===== src/rtl/bus_addr_decoder.sv =====
`default_nettype none
// ============================================================================
// Module  : bus_addr_decoder
// Brief   : CPU data-bus address decoder with active-low chip selects,
//           registered data-phase select and unmapped-access error capture.
// Revision: 1.0 - initial release
// ============================================================================
module bus_addr_decoder #(
  parameter logic [31:0] DMEM_BASE  = 32'h1000_0000,
  parameter int          DMEM_AW    = 14,
  parameter logic [31:0] TBMAN_BASE = 32'h8000_0000,
  parameter int          TBMAN_AW   = 8,
  parameter logic [31:0] GPIO_BASE  = 32'hFFFF_2000,
  parameter int          GPIO_AW    = 8,
  parameter logic [31:0] TIMER_BASE = 32'hFFFF_0000,
  parameter int          TIMER_AW   = 8,
  parameter int          ERRCNT_W   = 8
) (
  input  logic                clk,
  input  logic                reset,
  input  logic [31:0]         bus_addr,
  input  logic                bus_rd,
  input  logic                bus_wr,
  output logic                cs_dmem_n,
  output logic                cs_tbman_n,
  output logic                cs_gpio_n,
  output logic                cs_timer_n,
  output logic [2:0]          dphase_sel,
  output logic                dphase_rd,
  output logic                err_flag,
  output logic [31:0]         err_addr,
  output logic                err_we,
  output logic [ERRCNT_W-1:0] err_cnt,
  input  logic                err_clr
);

  localparam logic [2:0] c_SEL_NONE  = 3'd0;
  localparam logic [2:0] c_SEL_TBMAN = 3'd1;
  localparam logic [2:0] c_SEL_DMEM  = 3'd2;
  localparam logic [2:0] c_SEL_GPIO  = 3'd3;
  localparam logic [2:0] c_SEL_TIMER = 3'd4;

  typedef enum logic [0:0] {
    ST_IDLE = 1'b0,
    ST_ERR  = 1'b1
  } err_state_t;

  err_state_t r_state;
  err_state_t w_state_next;

  logic       w_req;
  logic       w_hit_dmem;
  logic       w_hit_tbman;
  logic       w_hit_gpio;
  logic       w_hit_timer;
  logic       w_any_hit;
  logic       w_win_tbman;
  logic       w_win_dmem;
  logic       w_win_gpio;
  logic       w_win_timer;
  logic       w_fault;
  logic       w_cnt_max;
  logic [2:0] w_sel;

  logic [2:0]          r_dphase_sel;
  logic                r_dphase_rd;
  logic [31:0]         r_err_addr;
  logic                r_err_we;
  logic [ERRCNT_W-1:0] r_err_cnt;

  assign w_req       = bus_rd | bus_wr;
  assign w_hit_dmem  = (bus_addr >> DMEM_AW)  == (DMEM_BASE  >> DMEM_AW);
  assign w_hit_tbman = (bus_addr >> TBMAN_AW) == (TBMAN_BASE >> TBMAN_AW);
  assign w_hit_gpio  = (bus_addr >> GPIO_AW)  == (GPIO_BASE  >> GPIO_AW);
  assign w_hit_timer = (bus_addr >> TIMER_AW) == (TIMER_BASE >> TIMER_AW);
  assign w_any_hit   = w_hit_dmem | w_hit_tbman | w_hit_gpio | w_hit_timer;

  // Overlapping regions resolve TBMAN > DMEM > GPIO > TIMER, so one select at most.
  always_comb begin
    w_win_tbman = 1'b0;
    w_win_dmem  = 1'b0;
    w_win_gpio  = 1'b0;
    w_win_timer = 1'b0;
    w_sel       = c_SEL_NONE;
    if (w_req == 1'b1) begin
      if (w_hit_tbman) begin
        w_win_tbman = 1'b1;
        w_sel       = c_SEL_TBMAN;
      end else if (w_hit_dmem) begin
        w_win_dmem  = 1'b1;
        w_sel       = c_SEL_DMEM;
      end else if (w_hit_gpio) begin
        w_win_gpio  = 1'b1;
        w_sel       = c_SEL_GPIO;
      end else if (w_hit_timer) begin
        w_win_timer = 1'b1;
        w_sel       = c_SEL_TIMER;
      end
    end
  end

  assign cs_tbman_n = ~(w_win_tbman & ~reset);
  assign cs_dmem_n  = ~(w_win_dmem  & ~reset);
  assign cs_gpio_n  = ~(w_win_gpio  & ~reset);
  assign cs_timer_n = ~(w_win_timer & ~reset);

  assign w_fault   = w_req & ~w_any_hit;
  assign w_cnt_max = &r_err_cnt;

  always_ff @(posedge clk or posedge reset) begin
    if (reset) begin
      r_dphase_sel <= c_SEL_NONE;
      r_dphase_rd  <= 1'b0;
    end else begin
      r_dphase_sel <= w_sel;
      r_dphase_rd  <= bus_rd & w_any_hit;
    end
  end

  always_ff @(posedge clk or posedge reset) begin
    if (reset) begin
      r_state <= ST_IDLE;
    end else begin
      r_state <= w_state_next;
    end
  end

  // A clear in the same cycle as a fault wins; that fault is dropped.
  always_comb begin
    w_state_next = r_state;
    if (err_clr) begin
      w_state_next = ST_IDLE;
    end else if (w_fault) begin
      w_state_next = ST_ERR;
    end
  end

  always_ff @(posedge clk or posedge reset) begin
    if (reset) begin
      r_err_addr <= 32'd0;
      r_err_we   <= 1'b0;
      r_err_cnt  <= '0;
    end else if (err_clr) begin
      r_err_addr <= 32'd0;
      r_err_we   <= 1'b0;
      r_err_cnt  <= '0;
    end else if (w_fault) begin
      if (r_state == ST_IDLE) begin
        r_err_addr <= bus_addr;
        r_err_we   <= bus_wr;
        r_err_cnt  <= ERRCNT_W'(1);
      end else if (!w_cnt_max) begin
        r_err_cnt  <= r_err_cnt + ERRCNT_W'(1);
      end
    end
  end

  assign dphase_sel = r_dphase_sel;
  assign dphase_rd  = r_dphase_rd;
  assign err_flag   = (r_state == ST_ERR);
  assign err_addr   = r_err_addr;
  assign err_we     = r_err_we;
  assign err_cnt    = r_err_cnt;

endmodule
`default_nettype wire


===== config.mk =====
export PLATFORM = sky130hd
export DESIGN_NAME = bus_addr_decoder
export DESIGN_NICKNAME = d
export VERILOG_FILES = /design/src/rtl/bus_addr_decoder.sv
export SDC_FILE = /design/constraint.sdc
export NUM_CORES = 1
export LEC_CHECK = 0
export CORE_ASPECT_RATIO = 1.25
export CORE_MARGIN = 3
export CORE_UTILIZATION = 50
export DETAILED_ROUTE_END_ITERATION = 10
export PLACE_DENSITY = 0.83
export SYNTH_ARGS = -nofsm -noshare
export SYNTH_HDL_FRONTEND = slang
export SYNTH_SLANG_ARGS = --single-unit
export TNS_END_PERCENT = 30

===== constraint.sdc =====
create_clock -name clk -period 4.5 [get_ports clk]
set_input_delay 0.675 -clock clk [delete_from_list [all_inputs] [get_ports clk]]
set_output_delay 0.675 -clock clk [all_outputs]
set_load 0.01 [all_outputs]

==> impl_metrics.toml <==
[logic_synthesis]
ys_ff_latch = 46
synthDistinctLibCells = 43
synth_most_common_cell = "dfrtp_1"
synth.largest_area_cell = "dfrtp_1"
synthTopCellsByCount = "dfrtp_1, o31ai_1, nand4b_1"
synth_edf_count = 0
syn_inst = 265
synthMuxAreaShare = 0
synth-simple-area-share = 0.238
synth_nets = 303
ys_top_cells_by_area = "dfrtp_1, nand4b_1, o31ai_1"
synth_xor_area_frac = 0
synthAdderAreaFrac = 0.00466
ys_warn_count = 0
syn-cell-area_mm2 = 0.00269
ys_dominant_reg_cell = "dfrtp_1"
postSynth.asyncResetShare = 1.00
avgSynthCellArea_um2 = 10.1
netlist.area_leader.share = 0.428
yosysSeqAreaShare = 0.428
synth_compound_area_frac = 0.264
synth_top_family_by_area = "compound AO/OA/AOI/OAI gates"

[run_status]
status = "finished clean"

[sta]
finalSetupViolCount = 0
final-max-slew-violation-count = 0
clock.fmax_ghz = 0.271
grt_setup_unrepaired = "false"
tns_ns = 0
setup_ws_ns = 0.809
period_needed_ns = 3.69
final.setup_skew_ns = 0.00365
hold_viol = 0
worst-slew-pin-transition_ns = 1.04
max-slew-margin-rel = 0.303
finalCritPeriodShare = 0.820
whs_ns = 0.540

[critical_path]
crit_fanout = 4
r2r_setup_slack_ns = 2.49
rr_worst_depth = 5
r2r_start = "err_flag"
cp.required_ns = 3.83
cp-end-kind = "output pin"
reg2reg_to = "err_cnt[2]"
arrival_ns = 3.02
critPathLaunchType = "primary input"
cp-startpoint = "bus_addr[11]"
crit_type = "in2out"

[grt]
grtUsageTotal = 0.242
grt_pass1_wl_um = 12200
grt_max_degree = 56
grt_antenna_before_repair = 0
first_global_vias = 2470
gr-total-overflow = 0

[cells_and_area]
syn_to_final_growth_pct = 35.1
postLayoutCoreUtil = 0.705
finish.instance_area_mm2 = 0.00363
drive_gt1_frac = 0.162
final_cells = 401
layout.nets = 376
diodes = 0

[min_path]
hp-start = "err_addr[30]"
hold_end = "err_addr[30]"
hold_path_depth = 2
hold_class = "reg2reg"

[placed_design]
placed_cell_area_mm2 = 0.00355
pre_cts_ws_ns = 0.841
port_buffers = 86
dpl.hpwl_um = 4980
place.gp.congestion = 0.901
dp.cells = 393

[detailed_routing]
firstDrtPassIters = 4
drcViolationCount = 0
ant_nets = 0
vias = 2488
drtIter0Drc = 246
vias_per_cell = 6.20
wl_per_cell_um = 18.4
wl_um = 7400

[floorplan]
fp.dieH_um = 88.0
core_mm2 = 0.00515
die_area_mm2 = 0.00630
initial_utilization = 0.522
rows = 29
pin_count = 87
dieWidth_um = 71.6

[job]
drv_cap = 0

[power]
powerDensity_mw_per_mm2 = 243
total_power_mw = 0.881
peakVddDrop_mv = 0.168
power.leakage_nw = 1.38

[clock_tree]
h-tree-depth = 2
cts-root-buf = "clkbuf_8"
clock_path_buffers = 2
insertion_delay_ns = 0.29
postCtsSetupBuffers = 0
cts_tree = "done"
path_clk_slew_ns = 0.08
cts_sinks = 46
ctsResizeCount = 0
cts_buffers = 5
cts_hold_buf = 0
-- worst max path at each step --
stage | endpoint | slack (ns) | cells after the start
2_1_floorplan | cs_tbman_n | 1.85 | 5
3_3_place_gp | cs_tbman_n | 0.91 | 8
3_5_place_dp | cs_tbman_n | 0.84 | 8
4_1_cts | cs_tbman_n | 0.82 | 8
5_1_grt | cs_tbman_n | 0.68 | 8
6_report | cs_tbman_n | 0.81 | 8
-- layout by cell type (no fill, tap or decap), types with 2 or more instances in the layout --
master / synthesis / final
nand2b_1: 3 / 3
nand4b_1: 32 / 32
and3_1: 2 / 2
nand2_1: 8 / 8
a31oi_1: 2 / 2
a21oi_2: 28 / 28
nand3b_1: 2 / 2
o21ai_0: 2 / 2
nor3_1: 6 / 6
a311oi_1: 2 / 2
nor4_1: 5 / 5
nor2_1: 7 / 6
clkbuf_1: 21 / 3
nand3_1: 10 / 10
clkdlybuf4s50_1: 0 / 85
nand4_1: 8 / 8
inv_1: 6 / 5
o31ai_1: 33 / 33
dfrtp_1: 46 / 45
o311ai_2: 3 / 3
nor2_2: 1 / 2
clkbuf_8: 0 / 5
nor2b_1: 2 / 2
a21oi_1: 10 / 10
and2_1: 2 / 2
buf_4: 0 / 8
-- worst max-delay path: stages --
cell             delay (ns)
clkdlybuf4s50_1        0.43
or4_4                  0.56
nor4_2                 0.15
buf_4                  0.18
nor2b_1                0.23
and2_1                 0.21
nand2_1                0.07
clkdlybuf4s50_1        0.51
-- layout make-up --
cell class	count	area, um^2
Multi-Input combinational cell	184	1380
Timing Repair Buffer	94	916
Tap cell	62	77.6
Fill cell	414	1520
Clock buffer	8	80.1
Inverter	7	26.3
Sequential cell	46	1150
-- routing by layer --
layer | vias to the layer above | global-route usage | share of wire
met3 | 15 | 0.0413 | 0.041
met4 | 0 | 0.0957 | 0.025
met1 | 1212 | 0.309 | 0.43
li1 | 1181 | - | -
met2 | 80 | 0.408 | 0.50
met5 | - | 0 | 0
-- state kept, by name (all words and copies together), names as in the netlist --
| register | flops |
|---|---|
| err_addr | 32 |
| err_cnt | 8 |
| dphase_sel | 3 |
| dphase_rd | 1 |
| err_flag | 1 |
| err_we | 1 |
-- where the power goes --
group	internal, mW	switching [mW]
clock	0.111	0.133
combinational	0.0962	0.0930
sequential	0.433	0.0152
total	0.640	0.241
-- kinds of logic (layout without fill, tap and decap cells) --
logic type      count (synthesis)  count (layout)
simple gates                   95              95
compound gates                 88              88
buf+inv                        35             109
fa+ha+maj                       1               1
flops                          46              46
Power figures use the tool's default switching activity.
